===== src/rtl/mem_arbiter.sv =====
// mem_arbiter: shares the single-port RAM between instruction fetch and the
// load/store port. Data has fixed priority. A saturating starvation counter
// forces a fetch grant once data has won STARVE_LIMIT times in a row while
// fetch was waiting. Every access is an issue cycle followed by a response cycle.
module mem_arbiter #(
    parameter int ADDR_W       = 10,
    parameter int STARVE_LIMIT = 4
) (
    input  logic              clk,
    input  logic              rst,
    input  logic              inst_req,
    input  logic [31:0]       inst_addr,
    output logic [31:0]       inst_rdata,
    output logic              inst_ack,
    input  logic              data_req,
    input  logic              data_we,
    input  logic [31:0]       data_addr,
    input  logic [3:0]        data_sel,
    input  logic [31:0]       data_wdata,
    output logic [31:0]       data_rdata,
    output logic              data_ack,
    output logic              stall_req,
    output logic              ram_ce,
    output logic              ram_we,
    output logic [ADDR_W-1:0] ram_addr,
    output logic [3:0]        ram_sel,
    output logic [31:0]       ram_wdata,
    input  logic [31:0]       ram_rdata
);

    localparam int              CNT_W = $clog2(STARVE_LIMIT + 1);
    localparam logic [CNT_W-1:0] LIMIT = CNT_W'(STARVE_LIMIT);

    typedef enum logic [1:0] {
        IDLE   = 2'd0,
        W_DATA = 2'd1,
        W_INST = 2'd2
    } state_t;

    state_t           state_q, state_d;
    logic [CNT_W-1:0] starve_cnt_q, starve_cnt_d;

    // Byte-offset and high address bits never reach the word-addressed RAM.
    logic unused_addr_bits;
    assign unused_addr_bits = ^{inst_addr[31:ADDR_W+2], inst_addr[1:0],
                                data_addr[31:ADDR_W+2], data_addr[1:0]};

    // State and starvation counter registers.
    always_ff @(posedge clk) begin
        if (rst) begin
            state_q      <= IDLE;
            starve_cnt_q <= '0;
        end else begin
            state_q      <= state_d;
            starve_cnt_q <= starve_cnt_d;
        end
    end

    // Grant decision, RAM drive, response decode and stall request.
    always_comb begin
        state_d      = state_q;
        starve_cnt_d = starve_cnt_q;
        ram_ce       = 1'b0;
        ram_we       = 1'b0;
        ram_addr     = '0;
        ram_sel      = 4'h0;
        ram_wdata    = 32'h0;
        inst_ack     = 1'b0;
        inst_rdata   = 32'h0;
        data_ack     = 1'b0;
        data_rdata   = 32'h0;
        stall_req    = 1'b0;

        if (!rst) begin
            unique case (state_q)
                IDLE: begin
                    // Data wins unless fetch has been passed over LIMIT times.
                    if (data_req && (!inst_req || starve_cnt_q < LIMIT)) begin
                        ram_ce    = 1'b1;
                        ram_we    = data_we;
                        ram_addr  = data_addr[ADDR_W+1:2];
                        ram_sel   = data_sel;
                        ram_wdata = data_wdata;
                        state_d   = W_DATA;
                        if (!inst_req)
                            starve_cnt_d = '0;
                        else if (starve_cnt_q != LIMIT)
                            starve_cnt_d = starve_cnt_q + 1'b1;
                    end else if (inst_req) begin
                        ram_ce       = 1'b1;
                        ram_sel      = 4'hF;
                        ram_addr     = inst_addr[ADDR_W+1:2];
                        state_d      = W_INST;
                        starve_cnt_d = '0;
                    end else begin
                        starve_cnt_d = '0;
                    end
                end
                W_DATA: begin
                    data_ack   = 1'b1;
                    data_rdata = ram_rdata;
                    state_d    = IDLE;
                end
                W_INST: begin
                    inst_ack   = 1'b1;
                    inst_rdata = ram_rdata;
                    state_d    = IDLE;
                end
                default: state_d = IDLE;
            endcase

            stall_req = (inst_req & ~inst_ack) | (data_req & ~data_ack);
        end
    end

endmodule


===== config.mk =====
export PLATFORM = sky130hd
export DESIGN_NAME = mem_arbiter
export DESIGN_NICKNAME = d
export VERILOG_FILES = /design/src/rtl/mem_arbiter.sv
export SDC_FILE = /design/constraint.sdc
export NUM_CORES = 1
export LEC_CHECK = 0
export CAP_MARGIN = 20
export CELL_PAD_IN_SITES_DETAIL_PLACEMENT = 0
export CELL_PAD_IN_SITES_GLOBAL_PLACEMENT = 1
export CORE_MARGIN = 8
export CORE_UTILIZATION = 10
export DETAILED_ROUTE_END_ITERATION = 10
export GPL_TIMING_DRIVEN = 0
export PLACE_DENSITY_LB_ADDON = 0.12
export SETUP_SLACK_MARGIN = 0.15
export SLEW_MARGIN = 20
export SYNTH_ARGS = -nofsm -noshare
export SYNTH_HDL_FRONTEND = slang
export SYNTH_SLANG_ARGS = --single-unit
export TNS_END_PERCENT = 10

===== constraint.sdc =====
create_clock -name clk -period 4.2 [get_ports clk]
set_clock_uncertainty 0.05 [all_clocks]
set_input_delay 0.84 -clock clk [delete_from_list [all_inputs] [get_ports clk]]
set_output_delay 0.84 -clock clk [all_outputs]
set_load 0.01 [all_outputs]

# ---- After elaboration in Yosys (flattened, before gate mapping)
# Cells that the tools add are included.
dict set report classes {
  addsub 1
  mul 0
  div_mod_pow 0
  order_cmp 1
  n_eq_ne 4
  n_shift 0
  mux 34
  bitwise 6
  reduce_logical 8
}
# op count
set op_table {}
lappend op_table {{32-bit 2-to-1 mux} 7}
lappend op_table {{10-bit 2-to-1 mux} 4}
lappend op_table {{1-bit 2-to-1 mux} 16}
lappend op_table {{4-bit 2-to-1 mux} 4}
lappend op_table {{3-bit 2-to-1 mux} 3}
lappend op_table {{3-bit by 1-bit adder with 3-bit output, second input constant} 1}
lappend op_table {{3-bit less-than comparator, second input constant} 1}
lappend op_table {{3-bit by 2-bit != test with 1-bit output, second input constant} 1}
lappend op_table {{3-bit != test, second input constant} 1}
lappend op_table {{1-bit NOT} 3}
lappend op_table {{3-bit OR reduction} 1}
lappend op_table {{1-bit AND} 2}
lappend op_table {{2-bit by 1-bit equality test with 1-bit output, second input constant} 1}
lappend op_table {{2-bit equality test, second input constant} 1}
lappend op_table {{2-bit zero test} 1}
lappend op_table {{2-bit AND reduction} 1}
lappend op_table {{2-bit nonzero test} 1}
lappend op_table {{2-bit OR reduction} 1}
lappend op_table {{1-bit logical AND} 1}
lappend op_table {{1-bit zero test} 1}
lappend op_table {{1-bit logical OR} 1}
lappend op_table {{1-bit OR} 1}
dict set report totals {
  regBits 5
  latchBits 0
  ram_bits 0
  rom_bits 0
  input_bits 137
  out_inout_bits 115
  wordCells 57
  mem_count 0
}

# ---- Logic depth before layout (Yosys ltp)
dict set report logic_depth {
  ltp_word 7
  ltp_mapped 5
  mapped_depth_nobuf 4
}

# ---- Worst setup path after synthesis
# OpenSTA, ideal clock, no wires.
dict set report synth_timing {
  kind {input to output}
  startpoint {input inst_req}
  endpoint {output ram_addr[0]}
  t_arrival_ns 1.799
  required_time_ns 3.310
  slack_ns 1.511
  path_stages 5
  n_path_buf 2
  cell_sequence {buf_2 -> a21boi_0 -> buf_2 -> nand2_1 -> a21oi_1}
}
dict set report synth_between {
  elab_chain_len 6
  elab_cells_between_ends 7
  cone_classes {mux: 4; reduce/logical: 3}
}
# element line
set synth_rtl {}
lappend synth_rtl {{start, declared} 11} ;# input logic inst_req,
lappend synth_rtl {{1-bit zero test} --}
lappend synth_rtl {{1-bit logical OR} 78} ;# if (data_req && (!inst_req || starve_cnt_q < LIMIT)) begin
lappend synth_rtl {{1-bit logical AND} 78}
lappend synth_rtl {{10-bit 2-to-1 mux *} 78}
lappend synth_rtl {{10-bit 2-to-1 mux *} 75} ;# unique case (state_q)
lappend synth_rtl {{10-bit 2-to-1 mux *} 74} ;# if (!rst) begin
lappend synth_rtl {{end, declared} 25} ;# output logic [ADDR_W-1:0] ram_addr,
# Mark *: on every way between the ends. The rest lies on a longest branch, timed or not.

# ---- Worst setup path after layout
dict set report layout_timing {
  startpoint {input data_req}
  endpoint {output ram_addr[6]}
}
dict set report layout_between {
  elab_chain_len 4
}
# element line
set layout_rtl {}
lappend layout_rtl {{start, declared} 15} ;# input logic data_req,
lappend layout_rtl {{1-bit logical AND} 78}
lappend layout_rtl {{10-bit 2-to-1 mux} 78}
lappend layout_rtl {{10-bit 2-to-1 mux} 75}
lappend layout_rtl {{10-bit 2-to-1 mux} 74}
# No other way between the ends.

==> results.md <==
- The run finished with clean final reports.
- Averaged over all synthesized cells, the footprint is 6.31 um2.
- Setup violations remaining at the end of the flow were counted as 0.
- The power density normalized to cell area is 131 nW/um2.
- The transition time of the tightest slew-check pin is 474 ps.
- The floorplan step defined a die boundary enclosing 15000 um2.
- For this run, the total global-route usage over all layers was measured as 0.101.
- The starting density of the core is 0.101.
- The clock net in this run drives a total of 5 sinks.
- The leading cell type in the layout, fill and taps excluded is sky130_fd_sc_hd__clkdlybuf4s50_1.
- Counting flops and latches in the post-synthesis netlist gives 5.
- Walking the worst path, the cells encountered are clkdlybuf4s50_1 -> a21boi_0 -> buf_2 -> nand2_1 -> a21oi_1 -> clkdlybuf4s50_1.
- The die outline height is 123 um.
- The area inside the core boundary is 11300 um2.
- The die extent in x is 123 um.
- The first-pass GRT wire length is 11700 um.
- During synthesis, Yosys emitted a total of 0 warnings.
- The number of maximum-capacitance violations is 0.
- The cell area after technology mapping is 1140 um2.
- Setup repair after global routing left no endpoint under its margin.
- The maximum count of clock buffers along a single path is 2.
- The number of max-slew violations in the final report is 0.
- The pin count of the biggest net entering global routing is 11.
- The final-layout setup total negative slack is 0 ps.
- The worst setup path is captured at an output port.
- The total of buffers placed on input and output ports is 206.
- The part of the Yosys area used for sequential elements is 0.0881.
- In this design, the stage delay of the slowest critical-path cell is 590 ps.
- STA puts the critical path data arrival time at 2950 ps.
- The final hold slack is 448 ps.
- The count of cells along the worst hold path is 2.
- The gate count of the mapped netlist is 180.
- TritonCTS built the clock tree.
- The net count of the finished layout is 530.
- The final critical path time including I/O delays and setup is 3840 ps.
- The portion of the clock cycle consumed by the worst path in the final layout is 0.915.
- The H-tree level count is 1.
- The most numerous cell on the critical path is sky130_fd_sc_hd__clkdlybuf4s50_1.
- In this run the static leakage power is 1.28 nW.
- The area growth from synthesis to final layout is 204%.
- The detailed-route vias per instance is 3.72.
- The library cells used most frequently in the layout, excluding fill and tap cells, are sky130_fd_sc_hd__clkdlybuf4s50_1 (206), sky130_fd_sc_hd__and2_1 (97), sky130_fd_sc_hd__a21oi_1 (14).
- The peak fanout along the critical path is 10.
- The number of gates resized after CTS was 0.
- In this run the tightest slew margin relative to its limit is 0.684.
- Pin placement for this block handled 252 I/O pins.
- The routed design has 8170 um of wire.
- The clock transition at the registers of the reported paths is 30 ps.
- The DRC violation total after the first TritonRoute iteration is 50.
- The antenna violation net count after detailed routing is 0.
- The DRC violation count after routing is 0.
- The ratio of cells with drive above 1 in the final layout is 0.0359.
- The cell type of the slowest stage on the worst timing path is sky130_fd_sc_hd__clkdlybuf4s50_1.
- The number of nets handed over by synthesis was 319.
- After synthesis, the netlist uses 20 different library cells.
- The number of clock buffers added by TritonCTS is 3.
- The min-delay analysis places its worst path in the category flip-flop to flip-flop.
- The total grt overflow is 0.
- The kind of launch point of the worst setup path is a primary input.
- The vias after detailed routing is 1985.
- For flop-to-flop paths, the worst setup slack is 2860 ps.
- IR analysis of the VDD net gives a maximum drop of 0.000108 V.
- The number of antenna cells inserted is 0.
- The number of cells on the worst reg-to-reg path is 3.
- The overall power consumption is 0.453 mW.
- The total number of placement rows is 39.
- The number of antenna violations at the first check in global routing came to 0.
- The via count of the first global-routing pass is 2050.
- The destination of the worst hold path is starve_cnt_q[1].
- The clock latency of the later-clocked register in the worst-skew pair is 220 ps.
- The launch instance of the worst min-delay path is starve_cnt_q[1].
- STA puts the critical path data required time at 3310 ps.
- The placer's final routability congestion estimate is 0.692.
- The launch instance of the worst register-to-register path is state_q[0].
- The routed wire length per instance is 15.3 um.
- The final hold violation count came to 0.
- The root buffer cell chosen for the clock tree is sky130_fd_sc_hd__clkbuf_16.
- Setup slack on the critical path of the routed design comes to 358 ps.
- Hold repair after CTS inserted 0 buffers.
- The startpoint-to-endpoint class of the critical path is primary input to output port.
- Derived from the worst setup path, the maximum achievable clock frequency is 260 MHz.
- The number of buffers inserted by post-CTS setup repair is 0.
- The pre-CTS setup slack is 343 ps.
- The worst register-to-register path ends at state_q[0].
- The half-perimeter wire length of the detailed placement result is 7240 um.
- The first-pass detailed-route iteration total is 3.
cells by family (layout without fill, tap and decap cells):
logic type | Yosys count | in the layout | synth area share
AND/OR/NAND/NOR | 134 | 134 | 0.695
AO/OA/AOI/OAI | 23 | 23 | 0.117
buffers and inverters | 16 | 226 | 0.0782
flip-flops | 5 | 5 | 0.0881
adder cells (fa/ha/maj) | 2 | 2 | 0.0220
synth_stat cells:
library cell / instances / area share
sky130_fd_sc_hd__buf_2: 5 / 0.022
sky130_fd_sc_hd__nor2_1: 7 / 0.023
sky130_fd_sc_hd__a21boi_0: 1 / 0.0066
sky130_fd_sc_hd__nand2_1: 10 / 0.033
sky130_fd_sc_hd__dfxtp_1: 5 / 0.088
sky130_fd_sc_hd__a21bo_2: 1 / 0.0088
sky130_fd_sc_hd__o21a_1: 4 / 0.026
sky130_fd_sc_hd__or3_4: 1 / 0.0099
sky130_fd_sc_hd__clkbuf_1: 6 / 0.020
sky130_fd_sc_hd__nand2b_1: 2 / 0.011
sky130_fd_sc_hd__buf_6: 3 / 0.030
sky130_fd_sc_hd__and2_1: 97 / 0.53
sky130_fd_sc_hd__nand3_1: 10 / 0.044
sky130_fd_sc_hd__ha_1: 2 / 0.022
sky130_fd_sc_hd__o21ai_0: 3 / 0.013
sky130_fd_sc_hd__inv_1: 2 / 0.0066
sky130_fd_sc_hd__nor2_4: 1 / 0.0099
sky130_fd_sc_hd__nor3_1: 3 / 0.013
sky130_fd_sc_hd__nand4_1: 3 / 0.017
sky130_fd_sc_hd__a21oi_1: 14 / 0.062
registers in the layout (all words and copies together) (netlist names):
name / count
state_q: 2
starve_cnt_q: 3
stage by stage:
stage	utilization	std cells	cell area [um2]
final	0.307	533	3460
after floorplan	-	180	1140
after global routing	0.307	533	3460
after CTS	0.307	533	3460
after global placement	0.300	529	3380
after detailed placement	0.300	529	3380
final cells by class:
type                       count  area [um2]
clock buffer                   4        78.8
multi-input combinational    159         947
timing repair buffer         206        2060
fill                        1228        7820
tap                          143         179
sequential                     5         100
inverter                       2        7.51
buffer                        14        81.3
routing by layer:
| layer | GRT usage | vias up | wire [um] |
|---|---|---|---|
| li1 | - | 996 | - |
| met1 | 0.105 | 861 | 3020 |
| met2 | 0.170 | 126 | 3800 |
| met3 | 0.0672 | 2 | 1320 |
| met4 | 0.0114 | 0 | 28 |
| met5 | 0 | - | 0 |
critical path, delay by kind of cell:
family,cells,cell delay (ps)
simple gates,1,80
compound gates,2,540
buf+inv,3,1480
worst max path at each step:
stage | startpoint | to | slack (ps) | cells after the start
floorplan | inst_req | ram_addr[0] | 1510 | 5
global placement | data_req | ram_addr[6] | 340 | 6
detailed placement | data_req | ram_addr[6] | 340 | 6
CTS | data_req | ram_addr[6] | 330 | 6
global route | data_req | ram_addr[4] | 210 | 6
finish | data_req | ram_addr[6] | 360 | 6
where the power goes:
| part | internal, mW | total, mW | leakage [nW] | switching (mW) |
|---|---|---|---|---|
| registers | 0.0496 | 0.0525 | 0.0408 | 0.00288 |
| logic | 0.161 | 0.246 | 1.20 | 0.0848 |
| clock network | 0.126 | 0.155 | 0.0382 | 0.0296 |
| total | 0.336 | 0.453 | 1.28 | 0.117 |
(Power assumes the default switching activity.)
